===== config.mk =====
export PLATFORM = sky130hd
export DESIGN_NAME = nrs_gold_seq_gen
export DESIGN_NICKNAME = d
export VERILOG_FILES = /design/src/rtl/nrs_gold_seq_gen.sv
export SDC_FILE = /design/constraint.sdc
export NUM_CORES = 1
export LEC_CHECK = 0
export CAP_MARGIN = 20
export CELL_PAD_IN_SITES_DETAIL_PLACEMENT = 0
export CELL_PAD_IN_SITES_GLOBAL_PLACEMENT = 1
export CORE_MARGIN = 10
export CORE_UTILIZATION = 46
export DETAILED_ROUTE_END_ITERATION = 10
export GPL_TIMING_DRIVEN = 0
export PLACE_DENSITY_LB_ADDON = 0.1
export SLEW_MARGIN = 20
export SYNTH_ARGS = -nofsm -noshare
export SYNTH_HDL_FRONTEND = slang
export SYNTH_SLANG_ARGS = --single-unit

===== constraint.sdc =====
create_clock -name clk -period 3.99 [get_ports clk]
set_input_delay 0.399 -clock clk [delete_from_list [all_inputs] [get_ports clk]]
set_output_delay 0.399 -clock clk [all_outputs]
set_load 0.02 [all_outputs]

===== src/rtl/nrs_gold_seq_gen.sv =====
// Length-31 Gold sequence generator for the NB-IoT NRS chain. Each run fast-forwards
// NC + skip_offset steps, then writes WIDTH_REG bits c(n) into the NRS bit register.
module nrs_gold_seq_gen #(
    parameter int unsigned WIDTH_REG = 16,
    parameter int unsigned LINES     = $clog2(WIDTH_REG),
    parameter int unsigned NC        = 1600,
    parameter int unsigned OFS_W     = 11
) (
    input  logic             clk,
    input  logic             rst,
    input  logic             start,
    input  logic [30:0]      c_init,
    input  logic [OFS_W-1:0] skip_offset,
    output logic             c_n,
    output logic             wr_en,
    output logic [LINES-1:0] wr_addr,
    output logic             busy,
    output logic             done
);

    // Sized so NC plus the largest skip_offset never wraps.
    localparam int unsigned CNT_W = $clog2(NC + (2 ** OFS_W));
    localparam logic [LINES-1:0] LAST_ADDR = LINES'(WIDTH_REG - 1);

    typedef enum logic [1:0] {
        IDLE,
        WARMUP,
        GEN,
        DONE
    } state_t;

    state_t             state;
    state_t             state_nxt;
    logic [30:0]        x1;
    logic [30:0]        x2;
    logic [CNT_W-1:0]   skip_cnt;
    logic [CNT_W-1:0]   load_cnt_c;
    logic [30:0]        x1_step_c;
    logic [30:0]        x2_step_c;

    assign load_cnt_c = CNT_W'(NC) + CNT_W'(skip_offset);
    assign x1_step_c  = {x1[3] ^ x1[0], x1[30:1]};
    assign x2_step_c  = {x2[3] ^ x2[2] ^ x2[1] ^ x2[0], x2[30:1]};

    // State register
    always_ff @(posedge clk or posedge rst) begin
        if (rst) begin
            state <= IDLE;
        end else begin
            state <= state_nxt;
        end
    end

    // Next-state logic
    always_comb begin
        state_nxt = state;
        case (state)
            IDLE: begin
                if (start) begin
                    state_nxt = (load_cnt_c == '0) ? GEN : WARMUP;
                end
            end
            WARMUP: begin
                if (skip_cnt == CNT_W'(1)) begin
                    state_nxt = GEN;
                end
            end
            GEN: begin
                if (wr_addr == LAST_ADDR) begin
                    state_nxt = DONE;
                end
            end
            DONE:    state_nxt = IDLE;
            default: state_nxt = IDLE;
        endcase
    end

    // LFSRs, warm-up counter and write address
    always_ff @(posedge clk or posedge rst) begin
        if (rst) begin
            x1       <= '0;
            x2       <= '0;
            skip_cnt <= '0;
            wr_addr  <= '0;
        end else begin
            case (state)
                IDLE: begin
                    wr_addr <= '0;
                    if (start) begin
                        x1       <= 31'd1;
                        x2       <= c_init;
                        skip_cnt <= load_cnt_c;
                    end
                end
                WARMUP: begin
                    x1       <= x1_step_c;
                    x2       <= x2_step_c;
                    skip_cnt <= skip_cnt - CNT_W'(1);
                end
                GEN: begin
                    x1      <= x1_step_c;
                    x2      <= x2_step_c;
                    wr_addr <= (wr_addr == LAST_ADDR) ? '0 : wr_addr + LINES'(1);
                end
                default: begin
                    wr_addr <= '0;
                end
            endcase
        end
    end

    // Strobes decode straight from the state register
    assign wr_en = (state == GEN);
    assign c_n   = wr_en & (x1[0] ^ x2[0]);
    assign busy  = (state == WARMUP) || (state == GEN);
    assign done  = (state == DONE);

endmodule


==> results of run 1 <==
==> synthesized netlist by cell type, types with 2 or more instances <==
| master | n | area share, % |
|---|---|---|
| dfrtp_1 | 80 | 53 |
| nand2_1 | 43 | 4.3 |
| mux2i_1 | 40 | 11 |
| o21ai_0 | 37 | 4.9 |
| a22o_1 | 31 | 7.3 |
| clkbuf_1 | 16 | 1.6 |
| a21oi_1 | 12 | 1.6 |
| o22ai_1 | 10 | 1.7 |
| ha_1 | 9 | 3.0 |
| inv_1 | 8 | 0.80 |
| nand3_1 | 6 | 0.80 |
| nor2_1 | 6 | 0.60 |
| xor2_1 | 6 | 1.4 |
| nor3_1 | 5 | 0.67 |
| buf_2 | 4 | 0.53 |
| buf_1 | 3 | 0.30 |
| nand2b_1 | 3 | 0.50 |
| and2_1 | 2 | 0.33 |
| nor2b_1 | 2 | 0.33 |
| xnor2_1 | 2 | 0.47 |
==> cell type report <==
type                    count  area [sq um]  share of cell area [%]
flip-flops and latches     80          2000                    43.5
multi-input cells         233          1620                    35.2
repair buffers             53           548                    11.9
clock buffers              11           141                    3.07
well taps                 102           128                    2.77
plain buffers              23          91.3                    1.99
clock inverters             5          38.8                   0.843
inverters                   8          32.5                   0.707
==> through the flow <==
stage | setup WS (ps) | cells | utilization (%) | instance area [sq um]
after floorplan | 1540 | 344 | - | 3740
after detailed placement | 1590 | 499 | 56.6 | 4420
after global routing | 1340 | 515 | 58.9 | 4600
final | 1590 | 515 | 58.9 | 4600
after global placement | 171 | 498 | 56.2 | 4390
after CTS | 1570 | 515 | 58.9 | 4600
==> registers in the layout, indices dropped and copies added (netlist names) <==
signal / flops
skip_cnt: 12
wr_addr: 4
x1: 31
x2: 31
state: 2
==> final timing paths <==
path                       depth (start not counted)     start    endpoint  slack (ps)
setup / recovery                                   9  state[0]       x2[9]        1590
hold / removal                                     2       rst       x1[9]         380
setup reg to reg                                   9  state[0]       x2[9]        1590
hold reg to reg                                    2     x2[4]       x2[4]         480
max in group asynchronous                          3       rst  wr_addr[1]        3030
min in group clk                                   2     x2[4]       x2[4]         480
==> logic make-up (layout without fill, tap and decap cells) <==
family                   Yosys count  count (layout)  synth area share, %
AO/OA/AOI/OAI                     99              99                 17.8
flip-flops                        80              80                 53.5
AND/OR/NAND/NOR                   76              76                 9.60
multiplexers                      41              41                 11.0
buffers and inverters             31             100                 3.24
adder cells (fa/ha/maj)            9               9                 3.01
XOR/XNOR                           8               8                 1.87
==> worst max-delay path, cell delays in order, from the launching register on <==
cell      delay (ps)
dfrtp_1          420
inv_1            110
ha_1             330
clkbuf_1         190
nand2b_1         120
a21boi_0         280
buf_2            280
buf_1            390
nand2_1          100
o21ai_0           90
==> per-layer routing <==
metal  vias to the layer above  global-route usage (%)
met1                      1372                    18.4
met4                         0                    3.85
met3                         8                    4.41
met5                         -                       0
li1                       1371                       -
met2                        52                    19.5
==> power groups by stage <==
stage | Clock [mW] | Combinational, mW | Sequential, mW
detailed placement | 0 | 1.91 | 1.42
global placement | 0 | 1.87 | 1.41
floorplan | 0 | 1.45 | 1.37
finish | 0.555 | 1.90 | 1.41
CTS | 0.572 | 1.92 | 1.41
global route | 0.602 | 2.14 | 1.45
==> impl_metrics.tcl, run 1 <==
set metrics [dict create \
    synth_nets 398 \
    ys.flop_type "dfrtp_1" \
    portBuffers 52 \
    die_height_um 110 \
    fin_crit_sh_pct 60.1 \
    netlist_instances 344 \
    antennaDiodeCount 0 \
    crit_path_start_kind "register" \
    die_w_um 110 \
    cap_violations 0 \
    p_comb_share_pct 49.2 \
    relSlewSlack_pct 50.3 \
    synth_seq_cells 80 \
    p_leak_nw 2.04 \
    h-tree-depth 3 \
    layout_common_cells "dfrtp_1, clkdlybuf4s50_1, nand2_1" \
    routed_wl_um 7980 \
    path_clk_slew_ps 90 \
    post_cts_resized 0 \
    internal_power_mw 2.21 \
    power-per-cell-area_nw_per_um2 840 \
    nFillCells 704 \
    cts.sinks 80 \
    power_frac_seq_pct 36.4 \
    postSynth.asyncResetShare_pct 100 \
    status "finished clean" \
    viasPerCell 5.44 \
    first_global_vias 2729 \
    max_freq_mhz 417 \
    dr_wl_met2_um 3610 \
    ys_types 39 \
    root_buffer "clkbuf_8" \
    wl_per_cell_um 15.5 \
    fin_tns_setup_ps 0 \
    postRouteAntennaNets 0 \
    drt_iter0_drc 108 \
    endpoint_kind "register" \
    clkPwrFrac_pct 14.4 \
    std_cell_rows 32 \
    firstDrtPassIters 4 \
    whs_ps 377 \
    grt_max_degree 53 \
    cts_hold_buf 0 \
    cts_tree "done" \
    grt_first_pass_wirelength_um 13100 \
    crit_required_ps 4250 \
    vias 2803 \
    synthToLayoutAreaGrowth_pct 22.9 \
    setup_viol_count_final 0 \
    final_hold_viol_count 0 \
    initial_core_util_pct 47.9 \
    grt_use_total_pct 13.3 \
    mostFrequentLayoutCell "dfrtp_1" \
    clkLatencyLatePin_ps 360 \
    die_area_sq_um 12100 \
    antenna_found_initial 0 \
    post-cts-setup-buffer-count 0 \
    core_area_sq_um 7810 \
    rsz0062_at_grt "false" \
    drc 0 \
    p_switching_mw 1.66 \
    finalPower_mw 3.87 \
    hpwl_um 5610 \
    p_sw_share_pct 42.8 \
    drt-met1-wl_um 3840 \
    min_path_type "in2async" \
    clockBufferDepth 2 \
    arrival_ps 2660 \
    place_congestion 0.768 \
    avgSynthCellArea_sq_um 10.9 \
    min_period_ps 2400 \
    fin_nets 462 \
    synth.cell_area_sq_um 3740 \
    synth-edff-count 0 \
    maxSlewViolCount 0 \
    overflow 0 \
    drive_gt1_share_pct 6.78 \
    dr_wl_met3_um 451 \
    worst-setup-path-type "reg2reg" \
    cp_max_fo 10 \
    skew_ps 14.9 \
    ir_drop_v 0.000378 \
    ios 53 \
    ys_seq_area_share_pct 53.5 \
    synth_warnings 0 \
    cts_made_buffers 9 \
    routed.top_layer "met4" \
    tightest_slew_ps 746 \
]
(Power assumes the default switching activity.)
==> run 2, diff against run 1 <==
--- a/config.mk
+++ b/config.mk
@@ -9,7 +9,7 @@
 export CELL_PAD_IN_SITES_DETAIL_PLACEMENT = 0
 export CELL_PAD_IN_SITES_GLOBAL_PLACEMENT = 1
 export CORE_MARGIN = 10
-export CORE_UTILIZATION = 46
+export CORE_UTILIZATION = 39
 export DETAILED_ROUTE_END_ITERATION = 10
 export GPL_TIMING_DRIVEN = 0
 export PLACE_DENSITY_LB_ADDON = 0.1
==> constraint.sdc (replaced) <==
create_clock -name clk -period 2.1 [get_ports clk]
set_input_delay 0.21 -clock clk [delete_from_list [all_inputs] [get_ports clk]]
set_output_delay 0.21 -clock clk [all_outputs]
set_load 0.02 [all_outputs]
==> impl_metrics.tcl, run 2 (same netlist as run 1, synthesis figures left out) <==
set metrics [dict create \
    path_cells "inv_1 -> ha_1 -> clkdlybuf4s50_1" \
    worstReg2RegEnd "x1[29]" \
    max_freq_mhz 499 \
    grt_use_total_pct 12.0 \
    std_cell_rows 35 \
    drt_iter0_drc 103 \
    critPathSlowestCell "clkdlybuf4s50_1" \
    clkLatencyLatePin_ps 360 \
    cap_violations 0 \
    relSlewSlack_pct 54.1 \
    fin_area_sq_um 4730 \
    fin_tns_setup_ps 0 \
    grt_max_degree 33 \
    initial_core_util_pct 40.3 \
    h-tree-depth 3 \
    dp.cells 527 \
    worst-setup-path-type "reg2out" \
    power-per-cell-area_nw_per_um2 1590 \
    drive_gt1_share_pct 11.8 \
    hpwl_um 5760 \
    clockBufferDepth 2 \
    place_area_sq_um 4480 \
    routed_wl_um 8030 \
    cts.sinks 80 \
    crit_required_ps 1890 \
    fin_nets 465 \
    arrival_ps 1790 \
    synthToLayoutAreaGrowth_pct 26.3 \
    core_area_sq_um 9280 \
    firstDrtPassIters 4 \
    viasPerCell 5.06 \
    fin_util_pct 50.9 \
    crit_path_start_kind "register" \
    min_period_ps 2000 \
    layout_setup_ws_ps 96.3 \
    seqCellArea_sq_um 2000 \
    overflow 0 \
    mostFrequentLayoutCell "dfrtp_1" \
    endpoint_kind "output port" \
    place_ws_ps -363 \
    nFillCells 896 \
    die_w_um 118 \
    final_hold_viol_count 0 \
    antennaDiodeCount 0 \
    maxSlewViolCount 0 \
    setup_viol_count_final 0 \
    antenna_found_initial 0 \
    drc 0 \
    fin_crit_sh_pct 95.4 \
    cts_tree "done" \
    wl_per_cell_um 14.7 \
    first_global_vias 2866 \
    reg.largest.list "x1 (31), x2 (31), skip_cnt (12)" \
    critPathLaunch "state[0]" \
    status "finished clean" \
    path_clk_slew_ps 90 \
    rr_worst_depth 8 \
    place_congestion 0.751 \
    p_leak_nw 2.12 \
    min_path_type "in2async" \
    cts_hold_buf 0 \
    whs_ps 301 \
    crit_end "busy" \
    die_area_sq_um 13900 \
    multi_input_area_sq_um 1630 \
    cts_made_buffers 9 \
    portBuffers 52 \
    layout_common_cells "dfrtp_1, clkdlybuf4s50_1, nand2_1" \
    max_stage_delay_ps 620 \
    instances_no_fill 545 \
    root_buffer "clkbuf_8" \
    postRouteAntennaNets 0 \
    skew_ps 13.6 \
    r2r_slack_ps 120 \
    vias 2760 \
    r2r_start "state[0]" \
    ir_drop_v 0.000745 \
    finalPower_mw 7.52 \
    die_height_um 118 \
    cp_max_fo 3 \
    ios 53 \
    tightest_slew_ps 687 \
    grt_first_pass_wirelength_um 14000 \
]
-- run 2: changes by cell type in the layout (fill, tap and decap cells not counted), moves of 2 or more --
cell,before,now
clkinvlp_4,1,3
buf_1,3,1
buf_4,0,6
clkbuf_4,0,4
buf_2,4,0
clkbuf_2,0,11
clkbuf_1,17,3
-- run 2: worst max-delay path, delay by kind of cell (launching register included) --
family	cells	cell delay, ps
buf+inv	2	720
fa+ha+maj	1	340
flops	1	390
-- run 2: final cells by class --
| type | instances | area share (%) |
|---|---|---|
| plain buffers | 23 | 2.75 |
| clock buffers | 9 | 2.62 |
| clock inverters | 7 | 1.30 |
| inverters | 8 | 0.715 |
| multi-input cells | 233 | 34.5 |
| flip-flops and latches | 80 | 42.4 |
| well taps | 129 | 3.41 |
| repair buffers | 56 | 12.3 |
-- run 2: worst min path at each step --
stage / cells past startpoint / endpoint / slack [ps] / from
6_report: 2 / x1[25] / 300 / rst
5_1_grt: 2 / x1[25] / 330 / rst
4_1_cts: 2 / x1[19] / 310 / rst
3_5_place_dp: 2 / x2[22] / 470 / x2[22]
3_3_place_gp: 2 / x2[22] / 460 / x2[22]
2_1_floorplan: 2 / skip_cnt[1] / 360 / skip_offset[1]
-- run 2: timing repair --
item | 4_1_cts | 5_1_grt
hold endpoints to repair | 0 | 0
buffers inserted | 0 | 2
resized for setup | 15 | 23
setup endpoints to repair | 60 | 69
-- run 2: metal layers --
layer	GRT usage, %	vias to the layer above	wire length, um
met2	18.6	39	3790
met1	15.6	1338	3920
met3	3.79	4	270
met5	0	-	0
met4	3.25	0	51
li1	-	1379	-
-- run 2: power by group --
part / internal [mW] / switching [mW] / total, mW
clock network: 0.449 / 0.613 / 1.06
logic: 1.69 / 2.09 / 3.78
registers: 2.21 / 0.463 / 2.67
total: 4.35 / 3.17 / 7.52
